File: src/rtl/spike_rate_decoder.sv
// rtl/spike_rate_decoder.sv - windowed spike-rate and inter-spike-interval decoder (option: SPIKE_EDGE_DETECT_EN)
module spike_rate_decoder #(
    parameter int WINDOW_LOG2 = 4,
    parameter int CNT_W       = 8,
    parameter int ISI_W       = 8
) (
    input  logic             clk,
    input  logic             rst_n,
    input  logic             ena,
    input  logic             clear,
    input  logic             spike_in,
    output logic [CNT_W-1:0] rate_out,
    output logic             rate_valid,
    output logic             rate_sat,
    output logic [ISI_W-1:0] last_isi,
    output logic             isi_valid
);

    localparam logic [WINDOW_LOG2-1:0] WIN_MAX = '1;
    localparam logic [WINDOW_LOG2-1:0] WIN_ONE = WINDOW_LOG2'(1);

    logic [WINDOW_LOG2-1:0] win_cnt_q, win_cnt_d;
    logic [CNT_W-1:0]       cnt_q, cnt_d;
    logic [ISI_W-1:0]       isi_cnt_q, isi_cnt_d;
    logic                   seen_spike_q, seen_spike_d;
    logic [CNT_W-1:0]       rate_out_q, rate_out_d;
    logic                   rate_sat_q, rate_sat_d;
    logic                   rate_valid_q, rate_valid_d;
    logic [ISI_W-1:0]       last_isi_q, last_isi_d;
    logic                   isi_valid_q, isi_valid_d;

    logic                   s;
    logic [CNT_W:0]         cnt_sum;
    logic [CNT_W-1:0]       cnt_next;
    logic [ISI_W:0]         isi_sum;
    logic [ISI_W-1:0]       isi_next;

`ifdef SPIKE_EDGE_DETECT_EN
    logic spike_d_q, spike_d_d;

    // A held-high pulse only counts on its first enabled cycle
    assign s = spike_in & ~spike_d_q;

    // Previous enabled-cycle spike level for edge detection
    always_ff @(posedge clk or negedge rst_n) begin
        if (!rst_n) spike_d_q <= 1'b0;
        else        spike_d_q <= spike_d_d;
    end

    // spike_d follows the input only while enabled, and forgets on clear
    always_comb begin
        spike_d_d = spike_d_q;
        if (clear)    spike_d_d = 1'b0;
        else if (ena) spike_d_d = spike_in;
    end
`else
    assign s = spike_in;
`endif

    // Saturating increments; the extra top bit flags overflow
    assign cnt_sum  = {1'b0, cnt_q} + {{CNT_W{1'b0}}, s};
    assign cnt_next = cnt_sum[CNT_W] ? '1 : cnt_sum[CNT_W-1:0];
    assign isi_sum  = {1'b0, isi_cnt_q} + {{ISI_W{1'b0}}, 1'b1};
    assign isi_next = isi_sum[ISI_W] ? '1 : isi_sum[ISI_W-1:0];

    // State registers
    always_ff @(posedge clk or negedge rst_n) begin
        if (!rst_n) begin
            win_cnt_q    <= '0;
            cnt_q        <= '0;
            isi_cnt_q    <= '0;
            seen_spike_q <= 1'b0;
            rate_out_q   <= '0;
            rate_sat_q   <= 1'b0;
            rate_valid_q <= 1'b0;
            last_isi_q   <= '0;
            isi_valid_q  <= 1'b0;
        end else begin
            win_cnt_q    <= win_cnt_d;
            cnt_q        <= cnt_d;
            isi_cnt_q    <= isi_cnt_d;
            seen_spike_q <= seen_spike_d;
            rate_out_q   <= rate_out_d;
            rate_sat_q   <= rate_sat_d;
            rate_valid_q <= rate_valid_d;
            last_isi_q   <= last_isi_d;
            isi_valid_q  <= isi_valid_d;
        end
    end

    // Next-state: clear beats everything, ena gates all counting
    always_comb begin
        win_cnt_d    = win_cnt_q;
        cnt_d        = cnt_q;
        isi_cnt_d    = isi_cnt_q;
        seen_spike_d = seen_spike_q;
        rate_out_d   = rate_out_q;
        rate_sat_d   = rate_sat_q;
        last_isi_d   = last_isi_q;
        rate_valid_d = 1'b0;
        isi_valid_d  = 1'b0;

        if (clear) begin
            win_cnt_d    = '0;
            cnt_d        = '0;
            isi_cnt_d    = '0;
            seen_spike_d = 1'b0;
        end else if (ena) begin
            if (win_cnt_q == WIN_MAX) begin
                // Window closes; the spike in this final cycle is included
                rate_out_d   = cnt_next;
                rate_sat_d   = cnt_sum[CNT_W];
                rate_valid_d = 1'b1;
                cnt_d        = '0;
                win_cnt_d    = '0;
            end else begin
                cnt_d        = cnt_next;
                win_cnt_d    = win_cnt_q + WIN_ONE;
            end

            if (s) begin
                isi_cnt_d    = '0;
                seen_spike_d = 1'b1;
                if (seen_spike_q) begin
                    last_isi_d  = isi_next;
                    isi_valid_d = 1'b1;
                end
            end else begin
                isi_cnt_d = isi_next;
            end
        end
    end

    assign rate_out   = rate_out_q;
    assign rate_sat   = rate_sat_q;
    assign rate_valid = rate_valid_q;
    assign last_isi   = last_isi_q;
    assign isi_valid  = isi_valid_q;

endmodule

File: config.mk
export PLATFORM = sky130hd
export DESIGN_NAME = spike_rate_decoder
export DESIGN_NICKNAME = d
export VERILOG_FILES = /design/src/rtl/spike_rate_decoder.sv
export SDC_FILE = /design/constraint.sdc
export NUM_CORES = 1
export LEC_CHECK = 0
export CORE_MARGIN = 5
export CORE_UTILIZATION = 40
export DETAILED_ROUTE_END_ITERATION = 8
export PLACE_DENSITY = 0.57
export SYNTH_ARGS = -nofsm -noshare
export SYNTH_HDL_FRONTEND = slang
export SYNTH_SLANG_ARGS = --single-unit
File: constraint.sdc
create_clock -name clk -period 4.8 [get_ports clk]
set_input_delay 0.96 -clock clk [delete_from_list [all_inputs] [get_ports clk]]
set_output_delay 0.96 -clock clk [all_outputs]
set_load 0.01 [all_outputs]
# Yosys cells after proc, flatten, opt, wreduce, memory -nomap -nowiden
# Index checks and enable logic that the tools add are counted.
[word_totals]
regBits = 40
mem_bits_ro = 0
ramBits = 0
memories = 0
output_inout_bits = 19
latch_bits = 0
input_bits = 5
elab_cells = 40
[classes]
muxes = 21
reduce_logical = 5
n_div = 0
mul = 0
addsub = 3
n_eq_ne = 1
magnitude_cmp = 0
shifts = 0
bitwise = 1
[op_table]
columns = ["cell", "count"]
rows = [
  ["8-bit two-way mux", 8],
  ["4-bit two-way mux", 3],
  ["1-bit two-way mux", 10],
  ["8-bit by 1-bit adder with 9-bit output", 1],
  ["8-bit by 1-bit adder with 9-bit output (second input constant)", 1],
  ["4-bit by 1-bit adder with 4-bit output (second input constant)", 1],
  ["4-bit equality test (second input constant)", 1],
  ["4-bit AND reduction", 1],
  ["2-bit nonzero test", 2],
  ["3-bit AND reduction", 1],
  ["2-bit AND reduction", 1],
  ["1-bit inverter", 1],
]

# Logic depth before layout (Yosys ltp)
# Gate-level depths: netlist (run 1).
[logic_depth]
depth_word = 5
ltp_mapped = 6
mapped_depth_nobuf = 6

# Least setup slack after synthesis (run 1)
# No wires, ideal clock.
[synth_path]
kind = "input port to flip-flop"
startpoint = "input spike_in"
endpoint = "register cnt_q[6]"
path_slack_ns = 2.580
setup_ns = 0.119
arrival_time_ns = 2.101
required_ns = 4.681
n_path_buf = 0
cell_stages = 6
path_cell_list = "ha_1 -> ha_1 -> nand2_1 -> or4_1 -> a21oi_1 -> nor2_1"
[synth_via]
elab_chain_cells = 5
[synth_rtl]
columns = ["element", "line", "source"]
rows = [
  ["from (decl)", "11", "input logic spike_in,"],
  ["8-bit by 1-bit adder with 9-bit output", "61", "assign cnt_sum = {1'b0, cnt_q} + {{CNT_W{1'b0}}, s};"],
  ["8-bit two-way mux", "62", "assign cnt_next = cnt_sum[CNT_W] ? '1 : cnt_sum[CNT_W-1:0];"],
  ["8-bit two-way mux", "109", "if (win_cnt_q == WIN_MAX) begin"],
  ["8-bit two-way mux", "108", "end else if (ena) begin"],
  ["8-bit two-way mux", "103", "if (clear) begin"],
  ["to (signal assigned)", "80", "cnt_q <= cnt_d;"],
  ["to (decl)", "23", "logic [CNT_W-1:0] cnt_q, cnt_d;"],
]
# No other way between the ends. The select of a mux whose other input is x is not followed.
# A chain may end at the register's enable or synchronous reset.

# Worst setup path in the final report (run 1)
# Ends and elaborated chain as after synthesis.

==> summary.txt, run 1 <==
Cells after Synth: 203
CP top delay family: simple AND/OR/NAND/NOR gates
MaxCap Viol Count: 0
Synth cell types: 43
Total design power: 671.9 uW
Sequential share of the synthesized area: 51.55%
CP arrival: 2.92 ns
Antenna violations before repair: 0
Synth Cell Area: 1942 um2
CP Max Fanout: 7
Worst Skew: 0.006619 ns
Buffers on Ports: 23
Via-per-instance ratio: 5.214
Leak: 0.0009641 uW
DP HPWL: 2891 um
Buffer levels on the longest clock path: 2
# IOs: 24
Num rows: 25
Worst Hold End: last_isi[6]
DR vias: 1,538
Placed cell area: 2213 um2
Routed Antenna Nets: 0
Clk pin slew, worst setup/hold paths: 0.07 ns
Worst skew pair latency: 0.29 ns
Fmax: 365.9 MHz
Stages on worst setup path: 7
Worst setup EP type: flop
Most used cell, CP: ha_1
Power per cell area: 291.7 nW/um2
Final Hold Viols: 0
Cts repair resizes: 0
Ant diodes: 0
HP Start: last_isi[6]
Postcts setup bufs: 0
Post-Syn Nets: 212
H-Tree Level Count: 2
CP Class: in2reg
Final GP Congestion: 0.8653
Final Setup Violations: 0
Critical R2R Launch: cnt_q[0]
Status: finished, final reports clean
Full die area: 6348 um2
Synth-to-layout area growth: 18.62%
RSZ-0062 raised after global routing: false
Core box area: 4723 um2
GRT Util Overall: 14.69%
Type of origin of the critical path: primary input
Required @ worst endpoint: 4.98 ns
Worst Tran Pin Value: 1.060 ns
Final worst path period share: 56.94%
Critical-path cell list: clkdlybuf4s50_1 -> ha_1 -> ha_1 -> nand2_1 -> or4_1 -> a21oi_1 -> nor2_1
Hold path cells: 2
Flops & latches, synth: 40
Root Buffer: clkbuf_8
Die H: 79.68 um
Fillers: 454
Rel. slew slack: 29.06%
Routed WL: 4086 um
Min-delay worst type: reg2reg
Via count of the first global-routing pass: 1,473
First-pass GRT wire length: 7217 um
Max incr delay on CP: 0.60 ns
Syn avg cell area: 9.566 um2
Max-slew violations: 0
Flop2flop setup slack: 3.03 ns
Setup TNS: 0 ns
Routed len/inst: 13.85 um
Drt drc: 0
Initial core utilization: 41.11%
CTS tree: built
Layout Cell Area excl Fill: 2303 um2
Iter 0 DRT Violations: 204
Hold_buf cts: 0
VDD IR max: 153.7 uV
Buf+Inv Stages, Crit Path: 1
CP max stage cell: clkdlybuf4s50_1
CTS sink count: 40
Die X: 79.68 um
Share of cells above drive strength 1: 8.333%
Crit path time final: 2.733 ns
DRT Pass-1 Iters: 4
Largest net degree at the start of global routing: 41
Reg-to-Reg End: cnt_q[6]
Inserted Clock Buffers: 5
Ys Warns: 0
Reg2reg path depth: 6
Nets: 236
Gr ovfl total: 0
## cell usage in the layout, fill, tap and decap left out, types with 2 or more instances in the layout
cell type        instances
dfrtp_1                 40
nand2_1                 24
o21ai_0                 24
nor2_1                  23
clkdlybuf4s50_1         22
a21oi_1                 12
nand3_1                  8
a31oi_1                  6
clkbuf_8                 6
inv_1                    5
xnor2_1                  5
nor3_1                   4
ha_1                     4
o21ai_2                  3
a21o_1                   3
nor2b_4                  2
clkinv_1                 2
nand2b_1                 2
or3_1                    2
a22o_1                   2
and4_1                   2
mux2i_1                  2
o31ai_1                  2
and2_1                   2
o21ai_1                  2
clkbuf_1                 2
## worst max-delay path by stage
stage	start	endpoint	slack (ns)
3_5_place_dp	spike_in	cnt_q[6]	1.77
5_1_grt	spike_in	cnt_q[6]	1.96
4_1_cts	spike_in	cnt_q[6]	2.07
3_3_place_gp	spike_in	cnt_q[6]	1.86
6_report	spike_in	cnt_q[6]	2.07
2_1_floorplan	spike_in	cnt_q[6]	2.58
## state kept, by name (all words and copies together) (netlist names)
name,cells
rate_sat,1
cnt_q,8
isi_cnt_q,8
seen_spike_q,1
win_cnt_q,4
rate_valid,1
last_isi,8
isi_valid,1
rate_out,8
## metal layers
layer  vias up  track usage [%]  wire length [um]
li1        765                -                 -
met1       731            19.42              1932
met2        35            22.62              1885
met3         7            4.628               204
met4         0            5.155                64
met5         -                0                 0
## final cells by class
cell class / count / area, um2 / share of cell area [%]
Timing Repair Buffer: 23 / 225.2 / 9.777
Clock buffer: 8 / 90.09 / 3.911
Inverter: 7 / 26.28 / 1.141
Sequential cell: 40 / 1001 / 43.45
Tap cell: 67 / 83.83 / 3.639
Multi-Input combinational cell: 150 / 877.1 / 38.08
## synth_stat cells, drive strengths merged
library cell,count,area (um2)
dfrtp,40,1001
o21ai,29,156.4
nand2,25,96.35
nor2,23,86.33
a21oi,12,60.06
nand3,9,57.56
a31oi,6,37.54
buf,5,33.78
inv,5,18.77
xnor2,5,43.79
ha,4,50.05
nor3,4,20.02
a21o,3,22.52
a22o,3,27.53
and4,3,27.53
nand2b,3,21.27
and2,2,12.51
and3,2,13.77
clkinv,2,7.510
mux2i,2,20.02
nor2b,2,27.53
o31ai,2,15.01
or2,2,12.52
or3,2,12.51
a211oi,1,7.510
clkbuf,1,3.750
nand4,1,6.260
nand4b,1,8.760
o22a,1,8.760
o2bb2ai,1,8.760
or4,1,7.510
xor2,1,8.760
## metrics by stage
step | std cells | hold WS (ns) | util [%] | worst slack [ns]
global route | 295 | 0.5171 | 48.77 | 1.965
floorplan | 203 | 0.4538 | - | 2.580
global placement | 287 | 0.4605 | 46.86 | 1.863
detailed placement | 287 | 0.4730 | 46.86 | 1.767
CTS | 295 | 0.4904 | 48.77 | 2.073
finish | 295 | 0.4820 | 48.77 | 2.067
## power breakdown
group / internal [uW] / total [uW] / switching, uW
logic: 39.3 / 78.6 / 39.4
registers: 353 / 362 / 9.28
clock network: 117 / 231 / 114
## worst register-to-register path: cells and delay by family (launching register included)
family | cells | cell delay, ns
compound gates | 1 | 0.14
fa+ha+maj | 2 | 0.47
flops | 1 | 0.35
simple gates | 3 | 0.70
## cell families after synthesis
group,synth area share [%]
xor gates and xnor gates,2.706
DFF,51.55
buffers and inverters,3.286
adders and majority gates,2.577
AOI/OAI and AO/OA,17.72
and+or+nand+nor,21.14
muxes,1.031
Power figures use the tool's default switching activity.
==> run 2: changes to the inputs <==
PLACE_DENSITY = 0.59   (was 0.57)
clock period = 2.4 ns   (was 4.8 ns; I/O delays follow)
==> run 2 against run 1 <==
  * Non-clock buffer count up 6
  * Largest power group unchanged
  * Sequential share of layout area down 0.61 points
  * Power up 95%
  * Clock-buffer cell count down 2
  * Critical path type unchanged
  * Combinational power up 100%
  * Via count down 3.1%
  * Register-to-register slack worse by 2.3 ns
  * Routed wire length down 6.8%
  * First-iteration DRC count down 63%
  * Global-route usage down 1.5 points
  * Cell count up 1.7%
  * Largest cell class unchanged
==> summary.txt, run 2 (same netlist as run 1, synthesis figures left out) <==
Type of origin of the critical path: primary input
Most frequent cells in the layout: dfrtp_1, nand2_1, o21ai_0
Routed len/inst: 12.69 um (-8.4%)
Full die area: 6348 um2 (unchanged)
Critical path launch point: spike_in
Via count of the first global-routing pass: 1,387 (-5.8%)
Worst skew pair latency: 0.29 ns (about the same)
Hold_buf cts: 0 (unchanged)
Root Buffer: clkbuf_8
Iter 0 DRT Violations: 75 (-63%)
Via-per-instance ratio: 4.967 (-4.7%)
Final Setup Violations: 0 (unchanged)
Worst setup EP type: flop
Final Hold Viols: 0 (unchanged)
Share of cells above drive strength 1: 10.73% (+2.4 points)
VDD IR max: 299.4 uV (+95%)
Routed WL: 3808 um (-6.8%)
Drt drc: 0 (unchanged)
Required @ worst endpoint: 2.58 ns (-2.40 ns)
Clk pin slew, worst setup/hold paths: 0.08 ns (about the same)
Die H: 79.68 um (unchanged)
Synth-to-layout area growth: 20.30%
Core box area: 4723 um2 (unchanged)
Initial core utilization: 41.11% (unchanged)
CP top delay family: simple AND/OR/NAND/NOR gates
Min-delay worst type: in2async
DRT Pass-1 Iters: 4 (unchanged)
Antenna violations before repair: 0 (unchanged)
Ant diodes: 0 (unchanged)
Max incr delay on CP: 0.51 ns (-0.09 ns)
Worst Tran Pin Value: 0.4930 ns (-0.5672 ns)
CP Max Fanout: 3 (-4)
Largest net degree at the start of global routing: 41 (unchanged)
Leak: 0.0009881 uW (+2.5%)
Crit path time final: 1.930 ns
Cts repair resizes: 0 (unchanged)
Final worst path period share: 80.40%
Rel. slew slack: 67.13% (+38 points)
Num rows: 25 (unchanged)
Die X: 79.68 um (unchanged)
Max-slew violations: 0 (unchanged)
Critical R2R Launch: isi_cnt_q[0]
Commonest non-fill, non-tap cell in the layout: dfrtp_1
Final GP Congestion: 0.7938 (-8.3%)
Postcts setup bufs: 0 (unchanged)
Most used cell, CP: ha_1
# IOs: 24 (unchanged)
Critical-path cell list: clkdlybuf4s50_1 -> ha_1 -> ha_1 -> nand2_1 -> or4_1 -> a21oi_1 -> nor2_1
Setup TNS: 0 ns (unchanged)
DR vias: 1,490 (-3.1%)
Status: finished, final reports clean
Buffer levels on the longest clock path: 2 (unchanged)
Inserted Clock Buffers: 5 (unchanged)
Buffers on Ports: 23 (unchanged)
Worst Skew: 0.006820 ns (+0.0002007 ns)
Gr ovfl total: 0 (unchanged)
Fmax: 518.2 MHz
CP max stage cell: clkdlybuf4s50_1
CTS sink count: 40 (unchanged)
Worst hold slack: 0.2244 ns (-0.2577 ns)
MaxCap Viol Count: 0 (unchanged)
Nets: 242 (+2.5%)
First-pass GRT wire length: 6603 um (-8.5%)
CP Class: in2reg
RSZ-0062 raised after global routing: false
Power per cell area: 561.8 nW/um2 (+93%)
GRT Util Overall: 13.23% (-1.5 points)
H-Tree Level Count: 2 (unchanged)
CP arrival: 2.11 ns (-0.81 ns)
DP HPWL: 2687 um (-7.1%)
CTS tree: built
Buf+Inv Stages, Crit Path: 1 (unchanged)
Routed Antenna Nets: 0 (unchanged)
[run 2: final cells by class]
class                   instances  area [um2]
flip-flops and latches         40        1001
repair buffers                 29       270.3
fillers                       440        2387
multi-input cells             150       877.1
clock buffers                   6       72.57
inverters                       7       26.28
well taps                      67       83.83
clock inverters                 1       5.005
[run 2: through the flow]
step,total power [uW],utilization [%],setup WS [ns],instances,instance area (um2)
finish,1312,49.46,0.4704,300,2336
global route,1372,49.46,0.3379,300,2336
CTS,1328,49.46,0.4722,300,2336
detailed placement,902.2,47.81,0.1679,293,2258
global placement,898.4,47.81,0.1845,293,2258
floorplan,809.8,-,0.6596,203,1942
[run 2: path summary, 6_finish.rpt]
check	to	slack (ns)	depth (start not counted)
worst max-delay path	cnt_q[6]	0.47	7
worst min-delay path	rate_out[7]	0.22	2
worst max register to register	last_isi[1]	0.69	5
worst min register to register	last_isi[6]	0.48	2
max in group asynchronous	rate_sat	1.82	2
min in group clk	last_isi[6]	0.48	2
[run 2: per-layer routing]
| metal | up-vias | track usage [%] | part of all wire (%) |
|---|---|---|---|
| li1 | 776 | - | - |
| met4 | 0 | 6.186 | 1.9 |
| met5 | - | 0 | 0 |
| met1 | 680 | 19.37 | 55 |
| met2 | 28 | 18.95 | 40 |
| met3 | 6 | 2.144 | 3.4 |
[run 2: power breakdown]
part | internal [uW] | switching (uW) | total [uW]
Sequential | 706 | 18.3 | 724
Combinational | 81.7 | 78.2 | 160
Clock | 198 | 231 | 428
Total | 985 | 327 | 1310
